--- src/rtl/pad_cond_pkg.sv ---
// Shared types and helpers for the pad input conditioner.
// Build-time default channel count when the pad-ring headers have not supplied one.
`ifndef NUM_INPUT_PADS
`define NUM_INPUT_PADS 4
`endif

package pad_cond_pkg;

  typedef enum logic [1:0] {
    STABLE_LO = 2'd0,
    CHK_HI    = 2'd1,
    STABLE_HI = 2'd2,
    CHK_LO    = 2'd3
  } chan_state_t;

  // Debounce counter only has to reach ticks-1; keep at least one bit.
  function automatic int cnt_width(input int ticks);
    return (ticks <= 2) ? 1 : $clog2(ticks);
  endfunction

endpackage

--- src/rtl/pad_debounce_chan.sv ---
// One conditioned pad channel: 2-flop synchronizer, debounce FSM,
// rise/fall pulse generation and a sticky write-1-to-clear event flag.
module pad_debounce_chan
  import pad_cond_pkg::*;
#(
  parameter int DEBOUNCE_TICKS = 4
) (
  input  logic clk,
  input  logic rst_n,
  input  logic pad_in,
  input  logic enable,
  input  logic tick,
  input  logic event_clr,
  output logic level,
  output logic rise,
  output logic fall,
  output logic event_pending
);

  localparam int CW = cnt_width(DEBOUNCE_TICKS);
  localparam logic [CW-1:0] CNT_LAST = CW'(DEBOUNCE_TICKS - 1);

  logic [1:0]    sync_q, sync_d;
  chan_state_t   state_q, state_d;
  logic [CW-1:0] cnt_q, cnt_d;
  logic          level_q, level_d;
  logic          rise_q, rise_d;
  logic          fall_q, fall_d;
  logic          ev_q, ev_d;
  logic          s;

  assign s = sync_q[1];

  always_comb begin
    sync_d  = {sync_q[0], pad_in};
    state_d = state_q;
    cnt_d   = cnt_q;
    level_d = level_q;
    rise_d  = 1'b0;
    fall_d  = 1'b0;
    // A pulse in flight beats a simultaneous clear.
    ev_d    = rise_q | fall_q | (ev_q & ~event_clr);

    if (!enable) begin
      if (state_q == CHK_HI) state_d = STABLE_LO;
      if (state_q == CHK_LO) state_d = STABLE_HI;
      cnt_d = '0;
    end else begin
      case (state_q)
        STABLE_LO: if (s) begin
          state_d = CHK_HI;
          cnt_d   = '0;
        end
        CHK_HI: if (!s) begin
          state_d = STABLE_LO;
          cnt_d   = '0;
        end else if (tick) begin
          if (cnt_q == CNT_LAST) begin
            state_d = STABLE_HI;
            level_d = 1'b1;
            rise_d  = 1'b1;
            cnt_d   = '0;
          end else begin
            cnt_d = cnt_q + CW'(1);
          end
        end
        STABLE_HI: if (!s) begin
          state_d = CHK_LO;
          cnt_d   = '0;
        end
        CHK_LO: if (s) begin
          state_d = STABLE_HI;
          cnt_d   = '0;
        end else if (tick) begin
          if (cnt_q == CNT_LAST) begin
            state_d = STABLE_LO;
            level_d = 1'b0;
            fall_d  = 1'b1;
            cnt_d   = '0;
          end else begin
            cnt_d = cnt_q + CW'(1);
          end
        end
      endcase
    end
  end

  always_ff @(posedge clk or negedge rst_n) begin
    if (!rst_n) begin
      sync_q  <= 2'b00;
      state_q <= STABLE_LO;
      cnt_q   <= '0;
      level_q <= 1'b0;
      rise_q  <= 1'b0;
      fall_q  <= 1'b0;
      ev_q    <= 1'b0;
    end else begin
      sync_q  <= sync_d;
      state_q <= state_d;
      cnt_q   <= cnt_d;
      level_q <= level_d;
      rise_q  <= rise_d;
      fall_q  <= fall_d;
      ev_q    <= ev_d;
    end
  end

  assign level         = level_q;
  assign rise          = rise_q;
  assign fall          = fall_q;
  assign event_pending = ev_q;

endmodule

--- src/rtl/pad_input_conditioner.sv ---
// Pad input conditioner top: reset synchronizer, shared debounce prescaler
// and an array of per-channel debounce engines.
module pad_input_conditioner
  import pad_cond_pkg::*;
#(
  parameter int NUM_INPUTS     = `NUM_INPUT_PADS,
  parameter int PRESCALE       = 16,
  parameter int DEBOUNCE_TICKS = 4
) (
  input  logic                  clk,
  input  logic                  rst_n,
  input  logic [NUM_INPUTS-1:0] pad_in,
  input  logic                  enable,
  input  logic [NUM_INPUTS-1:0] event_clr,
  output logic                  rst_sync_n,
  output logic [NUM_INPUTS-1:0] level,
  output logic [NUM_INPUTS-1:0] rise,
  output logic [NUM_INPUTS-1:0] fall,
  output logic [NUM_INPUTS-1:0] event_pending
);

  localparam int PW = (PRESCALE <= 2) ? 1 : $clog2(PRESCALE);
  localparam logic [PW-1:0] PRE_LAST = PW'(PRESCALE - 1);

  logic [1:0]    rst_q, rst_d;
  logic [PW-1:0] presc_q, presc_d;
  logic          tick;

  always_comb rst_d = {rst_q[0], 1'b1};

  always_ff @(posedge clk or negedge rst_n) begin
    if (!rst_n) rst_q <= 2'b00;
    else        rst_q <= rst_d;
  end

  assign rst_sync_n = rst_q[1];

  always_comb begin
    presc_d = presc_q;
    if (!enable)                presc_d = '0;
    else if (presc_q == PRE_LAST) presc_d = '0;
    else                        presc_d = presc_q + PW'(1);
  end

  // Internal state uses the synchronized reset so its release is clean.
  always_ff @(posedge clk or negedge rst_sync_n) begin
    if (!rst_sync_n) presc_q <= '0;
    else             presc_q <= presc_d;
  end

  assign tick = enable && (presc_q == PRE_LAST);

  for (genvar i = 0; i < NUM_INPUTS; i++) begin : g_chan
    pad_debounce_chan #(
      .DEBOUNCE_TICKS(DEBOUNCE_TICKS)
    ) u_chan (
      .clk          (clk),
      .rst_n        (rst_sync_n),
      .pad_in       (pad_in[i]),
      .enable       (enable),
      .tick         (tick),
      .event_clr    (event_clr[i]),
      .level        (level[i]),
      .rise         (rise[i]),
      .fall         (fall[i]),
      .event_pending(event_pending[i])
    );
  end

endmodule

--- config.mk ---
export PLATFORM = sky130hd
export DESIGN_NAME = pad_input_conditioner
export DESIGN_NICKNAME = d
export VERILOG_FILES = /design/src/rtl/pad_cond_pkg.sv /design/src/rtl/pad_debounce_chan.sv /design/src/rtl/pad_input_conditioner.sv
export SDC_FILE = /design/constraint.sdc
export NUM_CORES = 1
export LEC_CHECK = 0
export CAP_MARGIN = 10
export CORE_MARGIN = 2
export CORE_UTILIZATION = 46
export CTS_BUF_LIST = sky130_fd_sc_hd__clkbuf_8
export DETAILED_ROUTE_END_ITERATION = 8
export PLACE_DENSITY = 0.8
export SYNTH_ARGS = -nofsm -noshare
export SYNTH_HDL_FRONTEND = slang
export SYNTH_SLANG_ARGS = --single-unit
--- constraint.sdc ---
create_clock -name clk -period 1.8 [get_ports clk]
set_input_delay 0.27 -clock clk [delete_from_list [all_inputs] [get_ports clk]]
set_output_delay 0.27 -clock clk [all_outputs]
set_load 0.05 [all_outputs]
==> metrics.txt <==
# TYPE chip_impl_metric gauge
chip_impl_metric{name="setup_tns",unit="ns"} 0
chip_impl_metric{name="leakage",unit="uW"} 0.001076
chip_impl_metric{name="grt_antenna_before_repair",unit=""} 0
chip_impl_info{name="synth_ff_type",value="dfrtp_1"} 1
chip_impl_metric{name="synthesis.yosys.warnings",unit=""} 0
chip_impl_metric{name="vias",unit=""} 1327
chip_impl_metric{name="synth-seq-area-share",unit="%"} 55.89
chip_impl_info{name="cpMaxStageDelayCell",value="clkdlybuf4s50_1"} 1
chip_impl_metric{name="cts-root-to-sink-buffers",unit=""} 2
chip_impl_metric{name="num-nets-final",unit=""} 213
chip_impl_metric{name="cts_num_sinks",unit=""} 46
chip_impl_metric{name="report.final.hold_viol_count",unit=""} 0
chip_impl_metric{name="syn-num-nets",unit=""} 195
chip_impl_metric{name="cts_resized",unit=""} 0
chip_impl_info{name="cts_root_buf",value="clkbuf_8"} 1
chip_impl_metric{name="critical_path_peak_fanout",unit=""} 2
chip_impl_info{name="hold_class",value="primary input to async pin"} 1
chip_impl_metric{name="slew_violations",unit=""} 0
chip_impl_metric{name="synthesis.area_per_instance",unit="um^2"} 11.51
chip_impl_metric{name="initial_utilization",unit="%"} 47.63
chip_impl_metric{name="synth-seq-cells",unit=""} 46
chip_impl_metric{name="critPathMaxStageDelay",unit="ns"} 0.80
chip_impl_metric{name="port_buffers",unit=""} 27
chip_impl_metric{name="synth.distinct_cells",unit=""} 38
chip_impl_metric{name="grt_total_usage",unit="%"} 14.97
chip_impl_metric{name="clkLatencyLatePin",unit="ns"} 0.30
chip_impl_metric{name="global_route_wire_length_before_repair",unit="um"} 5837
chip_impl_metric{name="syn_to_final_growth",unit="%"} 15.19
chip_impl_metric{name="vdd_ir_drop_max",unit="mV"} 0.4745
chip_impl_info{name="cp_top_family",value="buffers and inverters"} 1
chip_impl_metric{name="worst-endpoint-arrival",unit="ns"} 1.46
chip_impl_metric{name="core_region_area",unit="um^2"} 4324
chip_impl_info{name="run_status",value="finished clean"} 1
chip_impl_metric{name="cts_made_buffers",unit=""} 5
chip_impl_metric{name="fraction_of_layout_instances_using_a_drive_strength_above_1",unit="%"} 12.12
chip_impl_info{name="most-common-layout-cells",value="dfrtp_1, clkdlybuf4s50_1, nand2_1"} 1
chip_impl_metric{name="first_pass_iters",unit=""} 4
chip_impl_info{name="rsz0062_at_grt",value="no"} 1
chip_impl_metric{name="globalRouteOverflowTotal",unit=""} 0
chip_impl_metric{name="wl_per_cell",unit="um"} 13.37
chip_impl_metric{name="count_of_buffer_and_inverter_cells_on_the_critical_path",unit=""} 1
chip_impl_metric{name="clock.fmax",unit="GHz"} 0.5776
chip_impl_info{name="critPathCaptureType",value="primary output"} 1
chip_impl_metric{name="die_w",unit="um"} 70.91
chip_impl_metric{name="min_period_over_period",unit="%"} 96.18
chip_impl_metric{name="postRouteAntennaNets",unit=""} 0
chip_impl_info{name="yosys-top-cells-area",value="dfrtp_1, buf_4, mux2i_1, ha_1, nand2_1"} 1
chip_impl_metric{name="drt-total-wl",unit="um"} 3342
chip_impl_metric{name="maximum_number_of_pins_on_one_net_before_global_route_repair",unit=""} 45
chip_impl_metric{name="hpwlAfterDp",unit="um"} 2393
chip_impl_info{name="netlist.top_cell.by_area",value="dfrtp_1"} 1
chip_impl_metric{name="power_per_cell_area",unit="nW/um^2"} 765.1
chip_impl_metric{name="hold_fix_buffers_at_cts",unit=""} 0
chip_impl_metric{name="setup_violations",unit=""} 0
chip_impl_metric{name="die_area",unit="um^2"} 5028
chip_impl_metric{name="final.setup_skew",unit="ns"} 0.009847
chip_impl_metric{name="clock_tree.htree_level_count",unit=""} 2
chip_impl_metric{name="chipHeight",unit="um"} 70.91
chip_impl_metric{name="antenna_cells_inserted",unit=""} 0
chip_impl_metric{name="post_synth_inst_count",unit=""} 179
chip_impl_metric{name="finalWorstPathRequiredPeriod",unit="ns"} 1.731
chip_impl_metric{name="crit_required",unit="ns"} 1.53
chip_impl_metric{name="grt_pass1_vias",unit=""} 1245
chip_impl_metric{name="async_reset_ff_share",unit="%"} 100.0
chip_impl_metric{name="gpl.final_weighted_congestion",unit=""} 0.7659
chip_impl_metric{name="layout.filler_cells",unit=""} 380
chip_impl_metric{name="num_io_pins",unit=""} 28
chip_impl_metric{name="tightestPinTransition",unit="ns"} 0.5279
chip_impl_metric{name="post_drt_via_cell_ratio",unit=""} 5.308
chip_impl_info{name="final_common_cell",value="dfrtp_1"} 1
chip_impl_metric{name="detailedRoute.firstIterationViolations",unit=""} 71
chip_impl_info{name="cts_tree",value="built"} 1
chip_impl_info{name="worstSetupPathType",value="flip-flop to primary output"} 1
chip_impl_metric{name="synth_enable_flop_cells",unit=""} 0
chip_impl_metric{name="netlist_area",unit="um^2"} 2059
chip_impl_metric{name="worst_hold_slack",unit="ns"} 0.1293
chip_impl_metric{name="drc",unit=""} 0
chip_impl_metric{name="row_count",unit=""} 24
chip_impl_metric{name="worst_slew_margin_rel",unit="%"} 64.75
chip_impl_metric{name="clk_pin_slew",unit="ns"} 0.09
chip_impl_metric{name="synth_top_cell_area_share",unit="%"} 55.89
chip_impl_metric{name="max_cap_check_violation_count",unit=""} 0
chip_impl_metric{name="cts_post_setup_buffers_inserted",unit=""} 0
chip_impl_metric{name="r2r_setup_slack",unit="ns"} 0.22
chip_impl_info{name="start_kind",value="flip-flop"} 1
chip_impl_info{name="crit_chain",value="clkdlybuf4s50_1"} 1
[registers in the layout (all words and copies together) (netlist names), named ones only]
register,count
rst_q,2
g_chan.u_chan.sync_q,8
g_chan.u_chan.event_pending,4
g_chan.u_chan.fall,4
g_chan.u_chan.level,4
presc_q,4
g_chan.u_chan.rise,4
g_chan.u_chan.cnt_q,8
g_chan.u_chan.state_q,4
[final timing paths]
kind	start	to	cells after the start
worst min-delay path	rst_n	rst_q[0]	1
worst min register to register	g_chan[1].u_chan.sync_q[0]	g_chan[1].u_chan.sync_q[1]	0
worst max register to register	presc_q[0]	flip-flop	4
min in group clk	g_chan[1].u_chan.sync_q[0]	g_chan[1].u_chan.sync_q[1]	0
worst max-delay path	g_chan[1].u_chan.fall	fall[1]	1
max in group asynchronous	rst_q[1]	g_chan[3].u_chan.cnt_q[1]	1
[through the flow]
stage | cell area, um^2 | setup slack, ns | cells | utilization (%) | power [uW]
6_report | 2372 | 0.06870 | 250 | 54.86 | 1815
5_1_grt | 2372 | 0.01209 | 250 | 54.86 | 1907
4_1_cts | 2367 | 0.009459 | 250 | 54.75 | 1843
3_5_place_dp | 2272 | 0.07866 | 242 | 52.55 | 1192
3_3_place_gp | 2272 | 0.1119 | 242 | 52.55 | 1188
2_1_floorplan | 2061 | 0.3268 | 179 | - | 1143
[power breakdown]
part / switching [uW] / internal, uW / total, uW
clock: 338 / 309 / 646
sequential: 24.8 / 1050 / 1080
combinational: 47.1 / 42.9 / 90.0
total: 410 / 1410 / 1820
[logic make-up after synthesis]
logic type      after synthesis  share of synthesized area, %
mux                          11                         5.833
buf+inv                      28                         9.052
other cells                   1                        0.1821
compound gates               30                         9.296
fa+ha+maj                     5                         3.038
simple gates                 53                         14.58
flops                        46                         55.89
xor+xnor                      5                         2.126
[layer usage]
layer,global-route usage [%],vias up,wire length (um)
met2,22.85,22,1665
li1,-,647,-
met4,6.289,0,51
met1,19.70,653,1503
met3,4.986,5,122
met5,0,-,0
[Yosys cell counts, types with 2 or more instances]
library cell  number
a21oi_1            2
a31oi_1            4
and2_1             3
buf_4             17
dfrtp_1           46
ha_1               5
inv_1              8
mux2_4             2
mux2i_1            9
nand2_1           16
nand3_1            5
nand3_4            2
nand4_1            2
nor2_1             9
nor2b_1            3
nor3_1             4
nor3b_1            3
o21ai_0            8
o22ai_1            7
o31ai_1            2
xor2_1             5
[cell type report]
class                           count  area (um^2)  share of cell area (%)
Clock inverter                      2        12.51                  0.5274
Inverter                            8        30.03                   1.266
Sequential cell                    46         1152                   48.58
Tap cell                           52        65.06                   2.743
Clock buffer                        6        82.58                   3.481
Timing Repair Buffer               31        307.8                   12.97
Multi-Input combinational cell    105        721.9                   30.43
No activity file was read; power rests on OpenSTA's default activity.
